File: src/rtl/imem_sync.sv
`default_nettype none
// +--------------------------------------------------------------------------+
// | Module   : imem_sync                                                     |
// | Purpose  : Synchronous-read instruction memory. After reset it sweeps    |
// |            every word to NOP_WORD, then it accepts program loads and     |
// |            serves PC fetches with one cycle of latency. It supports a    |
// |            stall/hold input and reports out-of-range accesses.           |
// | Ports    : clk_i, reset_i (async, active-high)                           |
// |            ready_o                       - clear sweep finished          |
// |            prog_we_i/prog_addr_i/        - program-load write port       |
// |            prog_data_i                                                   |
// |            prog_err_o                    - one-cycle rejected-write pulse|
// |            fetch_en_i/stall_i/pc_i       - fetch request                 |
// |            instr_o/instr_valid_o/        - registered fetch result       |
// |            addr_err_o                                                    |
// | Revision : 1.0 - initial release                                         |
// +--------------------------------------------------------------------------+
module imem_sync #(
  parameter int          DATA_W   = 32,
  parameter int          DEPTH    = 32,
  parameter int          PC_W     = 5,
  parameter logic [DATA_W-1:0] NOP_WORD = '0
) (
  input  logic              clk_i,
  input  logic              reset_i,
  output logic              ready_o,
  input  logic              prog_we_i,
  input  logic [PC_W-1:0]   prog_addr_i,
  input  logic [DATA_W-1:0] prog_data_i,
  output logic              prog_err_o,
  input  logic              fetch_en_i,
  input  logic              stall_i,
  input  logic [PC_W-1:0]   pc_i,
  output logic [DATA_W-1:0] instr_o,
  output logic              instr_valid_o,
  output logic              addr_err_o
);

  // Index width of the storage array; never wider than PC_W because
  // 2^PC_W >= DEPTH.
  localparam int AW = (DEPTH > 1) ? $clog2(DEPTH) : 1;
  localparam logic [AW-1:0] LAST_IDX = AW'(DEPTH - 1);

  typedef enum logic [0:0] {
    S_CLEAR = 1'b0,
    S_READY = 1'b1
  } state_t;

  state_t              state_q;
  logic [AW-1:0]       clr_cnt_q;
  logic [AW-1:0]       clr_cnt_d;
  logic                ready_q;
  logic [DATA_W-1:0]   instr_q;
  logic [DATA_W-1:0]   instr_d;
  logic                instr_valid_q;
  logic                addr_err_q;
  logic                prog_err_q;

  logic [DATA_W-1:0]   mem_q [DEPTH];

  logic                pc_in_range;
  logic                prog_in_range;
  logic                wr_ok;
  logic                fetch_go;

  // Range checks use the full address width, so there is no aliasing onto
  // the array when DEPTH is not a power of two.
  assign pc_in_range   = (32'(pc_i) < 32'(DEPTH));
  assign prog_in_range = (32'(prog_addr_i) < 32'(DEPTH));

  assign wr_ok     = (state_q == S_READY) && prog_we_i && prog_in_range;
  assign fetch_go  = (state_q == S_READY) && fetch_en_i && !stall_i;
  assign clr_cnt_d = clr_cnt_q + 1'b1;
  assign instr_d   = pc_in_range ? mem_q[pc_i[AW-1:0]] : NOP_WORD;

  // Storage has no reset; it is initialised by the clear sweep instead.
  // Reads in the control block see the pre-edge contents, so a same-cycle
  // write/fetch to one address returns the old word (read-first).
  always_ff @(posedge clk_i) begin
    if (state_q == S_CLEAR) begin
      mem_q[clr_cnt_q] <= NOP_WORD;
    end else if (wr_ok) begin
      mem_q[prog_addr_i[AW-1:0]] <= prog_data_i;
    end
  end

  always_ff @(posedge clk_i or posedge reset_i) begin
    if (reset_i) begin
      state_q       <= S_CLEAR;
      clr_cnt_q     <= '0;
      ready_q       <= 1'b0;
      instr_q       <= NOP_WORD;
      instr_valid_q <= 1'b0;
      addr_err_q    <= 1'b0;
      prog_err_q    <= 1'b0;
    end else begin
      // Any write attempt outside READY, or past the array, is rejected.
      prog_err_q <= prog_we_i && ((state_q != S_READY) || !prog_in_range);

      case (state_q)
        S_CLEAR: begin
          clr_cnt_q <= clr_cnt_d;
          if (clr_cnt_q == LAST_IDX) begin
            state_q <= S_READY;
            ready_q <= 1'b1;
          end
        end
        S_READY: begin
          ready_q <= 1'b1;
          if (fetch_go) begin
            instr_q       <= instr_d;
            instr_valid_q <= 1'b1;
            addr_err_q    <= !pc_in_range;
          end else if (!stall_i) begin
            // Idle cycle: drop valid but keep the last word and its flag.
            instr_valid_q <= 1'b0;
          end
        end
        default: begin
          state_q <= S_CLEAR;
        end
      endcase
    end
  end

  assign ready_o       = ready_q;
  assign prog_err_o    = prog_err_q;
  assign instr_o       = instr_q;
  assign instr_valid_o = instr_valid_q;
  assign addr_err_o    = addr_err_q;

endmodule
`default_nettype wire

File: config.mk
export PLATFORM = sky130hd
export DESIGN_NAME = imem_sync
export DESIGN_NICKNAME = d
export VERILOG_FILES = /design/src/rtl/imem_sync.sv
export SDC_FILE = /design/constraint.sdc
export NUM_CORES = 1
export LEC_CHECK = 0
export CAP_MARGIN = 20
export CORE_MARGIN = 3
export CORE_UTILIZATION = 45
export DETAILED_ROUTE_END_ITERATION = 6
export GPL_TIMING_DRIVEN = 0
export PLACE_DENSITY = 0.71
export SLEW_MARGIN = 25
export SYNTH_ARGS = -nofsm -noshare
export SYNTH_HDL_FRONTEND = slang
export SYNTH_SLANG_ARGS = --single-unit
File: constraint.sdc
create_clock -name clk_i -period 5.96 [get_ports clk_i]
set_input_delay 0.596 -clock clk_i [delete_from_list [all_inputs] [get_ports clk_i]]
set_output_delay 0.596 -clock clk_i [all_outputs]
set_load 0.1 [all_outputs]
== After elaboration in Yosys (flattened, before gate mapping) ==
Memory sizes are Yosys's and may differ from the RTL's. A register that Yosys moved wholly into a read port is not among the register bits.
Index checks and enable logic that the tools add are counted.

* Flip-flop bits (word level): 9
* Bits in latches: 0
* RAM bits: 1024
* Memory bits (read-only): 0
* Bits of input ports: 47
* Memories: 1

* Add/subtract/negate cells: 1
* $mul: 0
* Divide/modulo/power cells: 0
* Order comparisons: 0
* Equal/unequal tests: 3
* Shift operators: 0
* Muxes and demuxes: 13
* Bitwise gates (word level): 1
* Reductions and logical operators: 8

{| class="wikitable"
|+ Memory list
! name !! depth !! width !! read ports !! clocked after memory_dff !! write ports !! line !! source
|-
| mem_q || 32 || 32 || 1 || 1 || 1 || 59 || <nowiki>logic [DATA_W-1:0] mem_q [DEPTH];</nowiki>
|}

{| class="wikitable"
|+ Operator list
! operator !! number
|-
| 32-bit two-way mux || 1
|-
| 32-bit OR reduction || 1
|-
| 1-bit two-way mux || 10
|-
| 5-bit by 1-bit adder with 5-bit output, second input constant || 1
|-
| 5-bit equality test, second input constant || 1
|-
| 5-bit two-way mux || 1
|-
| 1-bit logical AND || 4
|-
| 2-bit by 1-bit inequality test with 1-bit output, second input constant || 2
|-
| 2-bit AND reduction || 2
|-
| 1-bit case mux with 2 select lines || 1
|-
| 1-bit zero test || 1
|-
| 1-bit inverter || 1
|}

== Depth between registers and ports, before layout ==
Gate-level depths: netlist (run 1).

* Depth in word-level cells: 6
* Mapped depth: 8
* Depth with buffers taken out: 5

== Worst setup path before layout (run 1) ==
Ideal clock, no wire load.

* Kind: input -> register
* Start point: input port prog_we_i
* End point: memory mem_q[17][0], enable pin
* Arrival: 2.849 ns
* Data required time: 5.539 ns
* Setup slack: 2.690 ns
* Cell stages on the path: 5
* Path buffers: 1
* Path through: clkbuf_1 nand2_1 mux2i_1 nand2_1 nor2_1

* Cells in the longest elaborated chain, start to end: 6

{| class="wikitable"
|+ RTL lines
! item !! line !! source
|-
| start: declaration || 27 || <nowiki>input logic prog_we_i,</nowiki>
|-
| 1-bit logical AND (*) || 71 || <nowiki>assign wr_ok = (state_q == S_READY) && prog_we_i && prog_in_range;</nowiki>
|-
| 1-bit two-way mux (*) || 82 || <nowiki>end else if (wr_ok) begin</nowiki>
|-
| 1-bit two-way mux (*) || 80 || <nowiki>if (state_q == S_CLEAR) begin</nowiki>
|-
| 1-bit two-way mux (implied by the code) (*) || 83 || <nowiki>mem_q[prog_addr_i[AW-1:0]] <= prog_data_i;</nowiki>
|-
| 32-bit OR reduction (no source line) || - ||
|-
| 5-bit two-way mux (no source line) or 1-bit two-way mux (tied branches) || - ||
|-
| end: declaration || 59 ||
|}

Mark *: on every way between the ends. The rest lies on a longest branch, timed or not.

==> reports/results.ini, run 1 <==
[sta]
hold_violations=0
min_period_ps=3350
worst_pin_slew_ps=1160
tns_ps=0
min_period_over_period=0.563
rsz0062_at_grt=false
skew_ps=38.4
fmax_mhz=298
max_slew_margin=0.225
final.setup.worst_slack_ps=2610
setup_violations=0
drv_slew=0

[global_routing]
met3_usage=0.0488
track_usage=0.242
grt_pass1_wl_mm=168
use_met1=0.313
grt-ovfl-total=0
grt_pass1_vias=23700
grt_max_degree=33
antenna_found_initial=3
grt.busiest_layer=met2
grt_use_met2=0.400

[critical_path]
crit_path_top_delay_cell=buf_1
cp-start-kind=input port
cpMostUsedCell=buf_1
cp_data_arrival_time_ps=3870
crit_required_ps=6470
r2r_end=mem_q[26][12]
critPathMaxFanout=10
regToRegSetupSlack_ps=2840
slowest_delay_ps=770
reg2reg_depth=6
reg2reg_from=state_q
cpLargestDelayFamily=buffers and inverters
worstPathCellList=clkdlybuf4s50_1, nor2b_1, buf_2, buf_1, buf_1, a22oi_1, a21oi_1, o41ai_2
setup.worst_path.end_class=flip-flop
path_class=input port to flip-flop
crit_buf_inv=4

[cts]
clock-root-buffer=clkbuf_16
cts_tree=built
htree_levels=3
clock_path_buffers=3
post_cts_buffers=0
cts_resized=0
clk_pin_slew_ps=70
cts_hold_buf=0
numCtsBuffers=100
clk_latency_ps=680
clock_sinks=1065

[route]
vias=23700
routed_wl_mm=119
wl_per_cell_um=31.1
viasPerCell=6.18
drc_errors=0
antenna_left=0
drt-initial-drc-count=3104
dr.pass1.iters=5

[floorplan]
ioPinCount=83
dieWidth_um=311
placeableCoreArea_um2=91900
start_util=0.455
fp.dieH_um=311
fp.dieArea_um2=96700
fp-row-count=111

[job]
maxCapViolations=0

[synth]
synth_top_area_frac=0.735
ys_ff_latch=1065
syn-num-nets=2310
avgSynthCellArea_um2=18.5
ys.flop_type=edfxtp_1
ys_warn_count=0
yosysMostFrequentCell=edfxtp_1
synth_common_cells=1024 x edfxtp_1, 513 x mux2i_1, 128 x a22oi_1
ys_async_sr_fraction=0.0385
synth_cell_types=39
synthesis.area_um2=41800
synth-edff-count=1024
synthCells=2261
yosysSeqAreaShare=0.760
synth_area_leaders=edfxtp_1 74%, mux2i_1 12%, dfrtp_1 2.5%
yosys.area.top_type=edfxtp_1

[finish]
drive_above_1_share=0.162
final_util=0.537
finalNonFillerCells=3836
final_nets=2553
area_growth_pct=18.1
fill_cells=6962

[place]
place_ws_ps=2010
place_congestion=0.824
place_inst=3645
hpwl_mm=77.5
port_buffers=79

[pwr]
p_int_w=0.0125
pwr-share-clk=0.407
max-vdd-ir-drop_uv=213
pwr-share-comb=0.081
seq_power_share=0.512
p_per_area_nw_per_um2=328
totalPowerFinal_w=0.0162
p_sw_w=0.00371
p_sw_frac=0.229
power.leakage_nw=18.4

[status]
outcome=complete, no violations

[hold_path]
hold_path.class=input port to asynchronous set/reset pin

## power by group through the flow
stage	clock, W	sequential [W]	combinational [W]
detailed placement	0	0.00846	0.00129
global route	0.00692	0.00829	0.00135
global placement	0	0.00846	0.00123
floorplan	0	0.00871	0.000555
CTS	0.00661	0.00830	0.00130
finish	0.00659	0.00829	0.00131
## per-layer routing
metal	share of wire	up-vias
li1	-	9693
met2	0.48	1489
met3	0.10	332
met4	0.046	0
met5	0	-
met1	0.37	12200
## worst max path at each step
stage                         start            end  slack [ps]  depth (start not counted)
after detailed placement    pc_i[1]     instr_o[2]        2010                          8
after global placement    prog_we_i  mem_q[17][13]        -310                          5
final                       pc_i[1]     instr_o[2]        2610                          8
after floorplan           prog_we_i   mem_q[17][0]        2690                          5
after global routing        pc_i[1]     instr_o[2]        2650                          8
after CTS                   state_q   mem_q[0][16]        2540                          4
## kinds of logic after synthesis
logic type	Yosys count	share of synthesized area
AND/OR/NAND/NOR	136	0.0155
other	1	0.0000896
multiplexers	516	0.124
AO/OA/AOI/OAI	393	0.0802
flip-flops	1065	0.760
adder cells (fa/ha/maj)	2	0.000598
XOR/XNOR	3	0.000628
buffers and inverters	145	0.0198
## flip-flops by register name, summed over array words and instances, names as in the netlist
register       cells
mem_q           1024
state_q            1
instr_o           32
prog_err_o         1
ready_o            1
instr_valid_o      1
clr_cnt_q          5
## metrics by stage
stage | hold WS (ps) | cell area (µm²)
final | 310 | 49400
after CTS | 298 | 49300
after detailed placement | 454 | 45900
after global placement | 456 | 44200
after floorplan | 474 | 41800
after global routing | 308 | 49400
## cells in the final DEF (no fill, tap or decap), types with 3 or more instances in the layout
master,count
edfxtp_1,1024
mux2i_1,513
a22oi_1,128
clkbuf_16,101
clkdlybuf4s50_1,77
clkbuf_1,73
a22o_1,64
a21oi_1,64
nand2_1,46
dfrtp_1,41
a221oi_1,35
o22ai_1,32
o41ai_2,32
nor2_4,32
buf_16,32
buf_12,30
a221oi_2,29
buf_4,26
and3_2,25
buf_2,17
clkinv_2,17
buf_1,16
clkinv_1,15
buf_6,14
bufinv_16,14
clkbuf_4,9
clkbuf_8,9
and3_1,8
clkbuf_2,7
clkinvlp_4,7
nand2b_1,4
o21ai_0,4
nor2_1,4
nor2b_1,4
nand3b_1,3
a31oi_4,3
mux2_2,3
xnor2_1,3
inv_6,3
## worst reg2reg max path: stages, from the launching register on
cell      delay, ps
dfrtp_1         320
clkbuf_1        400
inv_1           270
nor2_1          420
a31oi_4         330
nor2_4          770
buf_12          280
## final cells by class
class | instances | area, µm² | area share
multi-input combinational | 1051 | 9560 | 0.193
sequential | 1065 | 31800 | 0.643
clock buffer | 129 | 2720 | 0.0551
inverter | 2 | 10.0 | 0.000203
clock inverter | 60 | 693 | 0.0140
buffer | 143 | 832 | 0.0168
timing repair buffer | 141 | 2250 | 0.0456
antenna | 2 | 5.00 | 0.000101
tap | 1243 | 1560 | 0.0315
Power figures use the tool's default switching activity.
==> run 2: changes to the inputs <==
--- a/config.mk
+++ b/config.mk
@@ -10,7 +10,7 @@
 export CORE_UTILIZATION = 45
 export DETAILED_ROUTE_END_ITERATION = 6
 export GPL_TIMING_DRIVEN = 0
-export PLACE_DENSITY = 0.71
+export PLACE_DENSITY = 0.73
 export SLEW_MARGIN = 25
 export SYNTH_ARGS = -nofsm -noshare
 export SYNTH_HDL_FRONTEND = slang
==> constraint.sdc (replaced) <==
create_clock -name clk_i -period 2.9 [get_ports clk_i]
set_input_delay 0.29 -clock clk_i [delete_from_list [all_inputs] [get_ports clk_i]]
set_output_delay 0.29 -clock clk_i [all_outputs]
set_load 0.1 [all_outputs]
==> reports/results.ini, run 2 (synthesis gave the netlist of run 1 again) <==
[status]
outcome=finished with violations
violations=setup timing

[floorplan]
fp.dieH_um=311
placeableCoreArea_um2=91900
fp-row-count=111
ioPinCount=83
dieWidth_um=311
fp.dieArea_um2=96700
start_util=0.455

[sta]
min_period_over_period=1.01
tns_ps=-44.9
fmax_mhz=340
hold_violations=0
rsz0062_at_grt=false
min_period_ps=2940
max_slew_margin=0.197
worst_pin_slew_ps=1200
drv_slew=0
skew_ps=19.7
final.setup.worst_slack_ps=-39.7
setup_violations=2

[global_routing]
antenna_found_initial=2
grt_max_degree=33
track_usage=0.246
grt_pass1_wl_mm=171
grt-ovfl-total=0
grt_pass1_vias=24300

[critical_path]
cp-start-kind=input port
crit_required_ps=3410
path_class=input port to flip-flop
regToRegSetupSlack_ps=230
setup.worst_path.end_class=flip-flop
critPathMaxFanout=10
cp_data_arrival_time_ps=3450

[place]
place_inst=3648
port_buffers=79
place_congestion=0.815
hpwl_mm=78.8

[route]
top_layer_used=met5
antenna_left=0
dr.pass1.iters=5
vias=24000
m1WireLength_mm=41.9
drc_errors=0
wl_per_cell_um=31.5
viasPerCell=6.24
dr_wl_met2_mm=59.8
met3RoutedLength_mm=13.3
routed_wl_mm=121
drt-initial-drc-count=2881

[cts]
numCtsBuffers=99
cts_tree=built
clk_latency_ps=670
clock-root-buffer=clkbuf_16
clock_path_buffers=3
clk_pin_slew_ps=70
clock_sinks=1065
htree_levels=3

[finish]
largest_register_ffs=1024
final_nets=2569
final_cell_mix=1024 x edfxtp_1, 513 x mux2i_1, 128 x a22oi_1
fill_cells=6949
drive_above_1_share=0.165
top_register=mem_q
area_growth_pct=18.6
layout_commonest_cell=edfxtp_1
finalNonFillerCells=3848

[pwr]
power.leakage_nw=18.6
max-vdd-ir-drop_uv=518
p_per_area_nw_per_um2=664

[hold_path]
hold_path.class=input port to flip-flop

[job]
maxCapViolations=0

-- run 2: changes by cell type in the layout (fill, tap and decap cells not counted), sizes merged --
| cell | previous run | this run |
|---|---|---|
| buf | 137 | 150 |
| clkinv | 35 | 45 |
| clkbuf | 199 | 193 |
| clkinvlp | 7 | 3 |
| bufinv | 14 | 13 |
| diode | 2 | 1 |
| dlygate4sd3 | 0 | 1 |
-- run 2: path summary, 6_finish.rpt --
check,from,end,depth (start not counted)
setup / recovery,pc_i[1],instr_o[2],8
hold / removal,stall_i,instr_valid_o,3
setup reg to reg,state_q,mem_q[29][5],3
hold reg to reg,ready_o,ready_o,1
max in group asynchronous,reset_i,instr_o[6],4
min in group asynchronous,reset_i,instr_o[28],3
-- run 2: power by group --
part,internal (W),switching (W)
Sequential,0.0170,0.0000777
Combinational,0.000779,0.00193
Clock,0.00761,0.00558
-- run 2: metrics by stage --
step | util | worst slack, ps | hold slack (ps) | power (W) | area [µm²]
6_report | 0.540 | -39.7 | 336 | 0.0329 | 49600
5_1_grt | 0.540 | 29.0 | 361 | 0.0337 | 49600
4_1_cts | 0.538 | 34.3 | 292 | 0.0330 | 49500
3_5_place_dp | 0.502 | -631 | 449 | 0.0200 | 46100
3_3_place_gp | 0.481 | -3080 | 452 | 0.0199 | 44200
2_1_floorplan | - | -104 | 429 | 0.0190 | 41800
-- run 2: critical path, cell delays in order --
cell and delay, ps:
clkdlybuf4s50_1 580, nor2_1 190, buf_2 300, buf_1 650, buf_1 740, a22oi_1 210
a21oi_1 360, o41ai_2 100
-- run 2: what timing repair did --
action	CTS	global route
buffers inserted	4	10
hold buffers	1	0
resized for setup	9	6
hold endpoints to repair	18	0
pin swaps	4	3
setup endpoints to repair	681	344
-- run 2: per-layer routing --
metal | track usage | up-vias
met5 | 0 | -
met1 | 0.301 | 12200
met4 | 0.120 | 2
met3 | 0.0541 | 355
met2 | 0.414 | 1678
li1 | - | 9750
-- run 2: layout make-up --
type | count | area, µm² | share of cell area
Inverter | 2 | 10.0 | 0.000202
Timing Repair Buffer | 159 | 2600 | 0.0524
Tap cell | 1243 | 1560 | 0.0313
Sequential cell | 1065 | 31800 | 0.640
Clock inverter | 65 | 674 | 0.0136
Clock buffer | 120 | 2620 | 0.0528
Antenna cell | 1 | 2.50 | 0.0000504
Multi-Input combinational cell | 1051 | 9550 | 0.192
Buffer | 142 | 832 | 0.0168
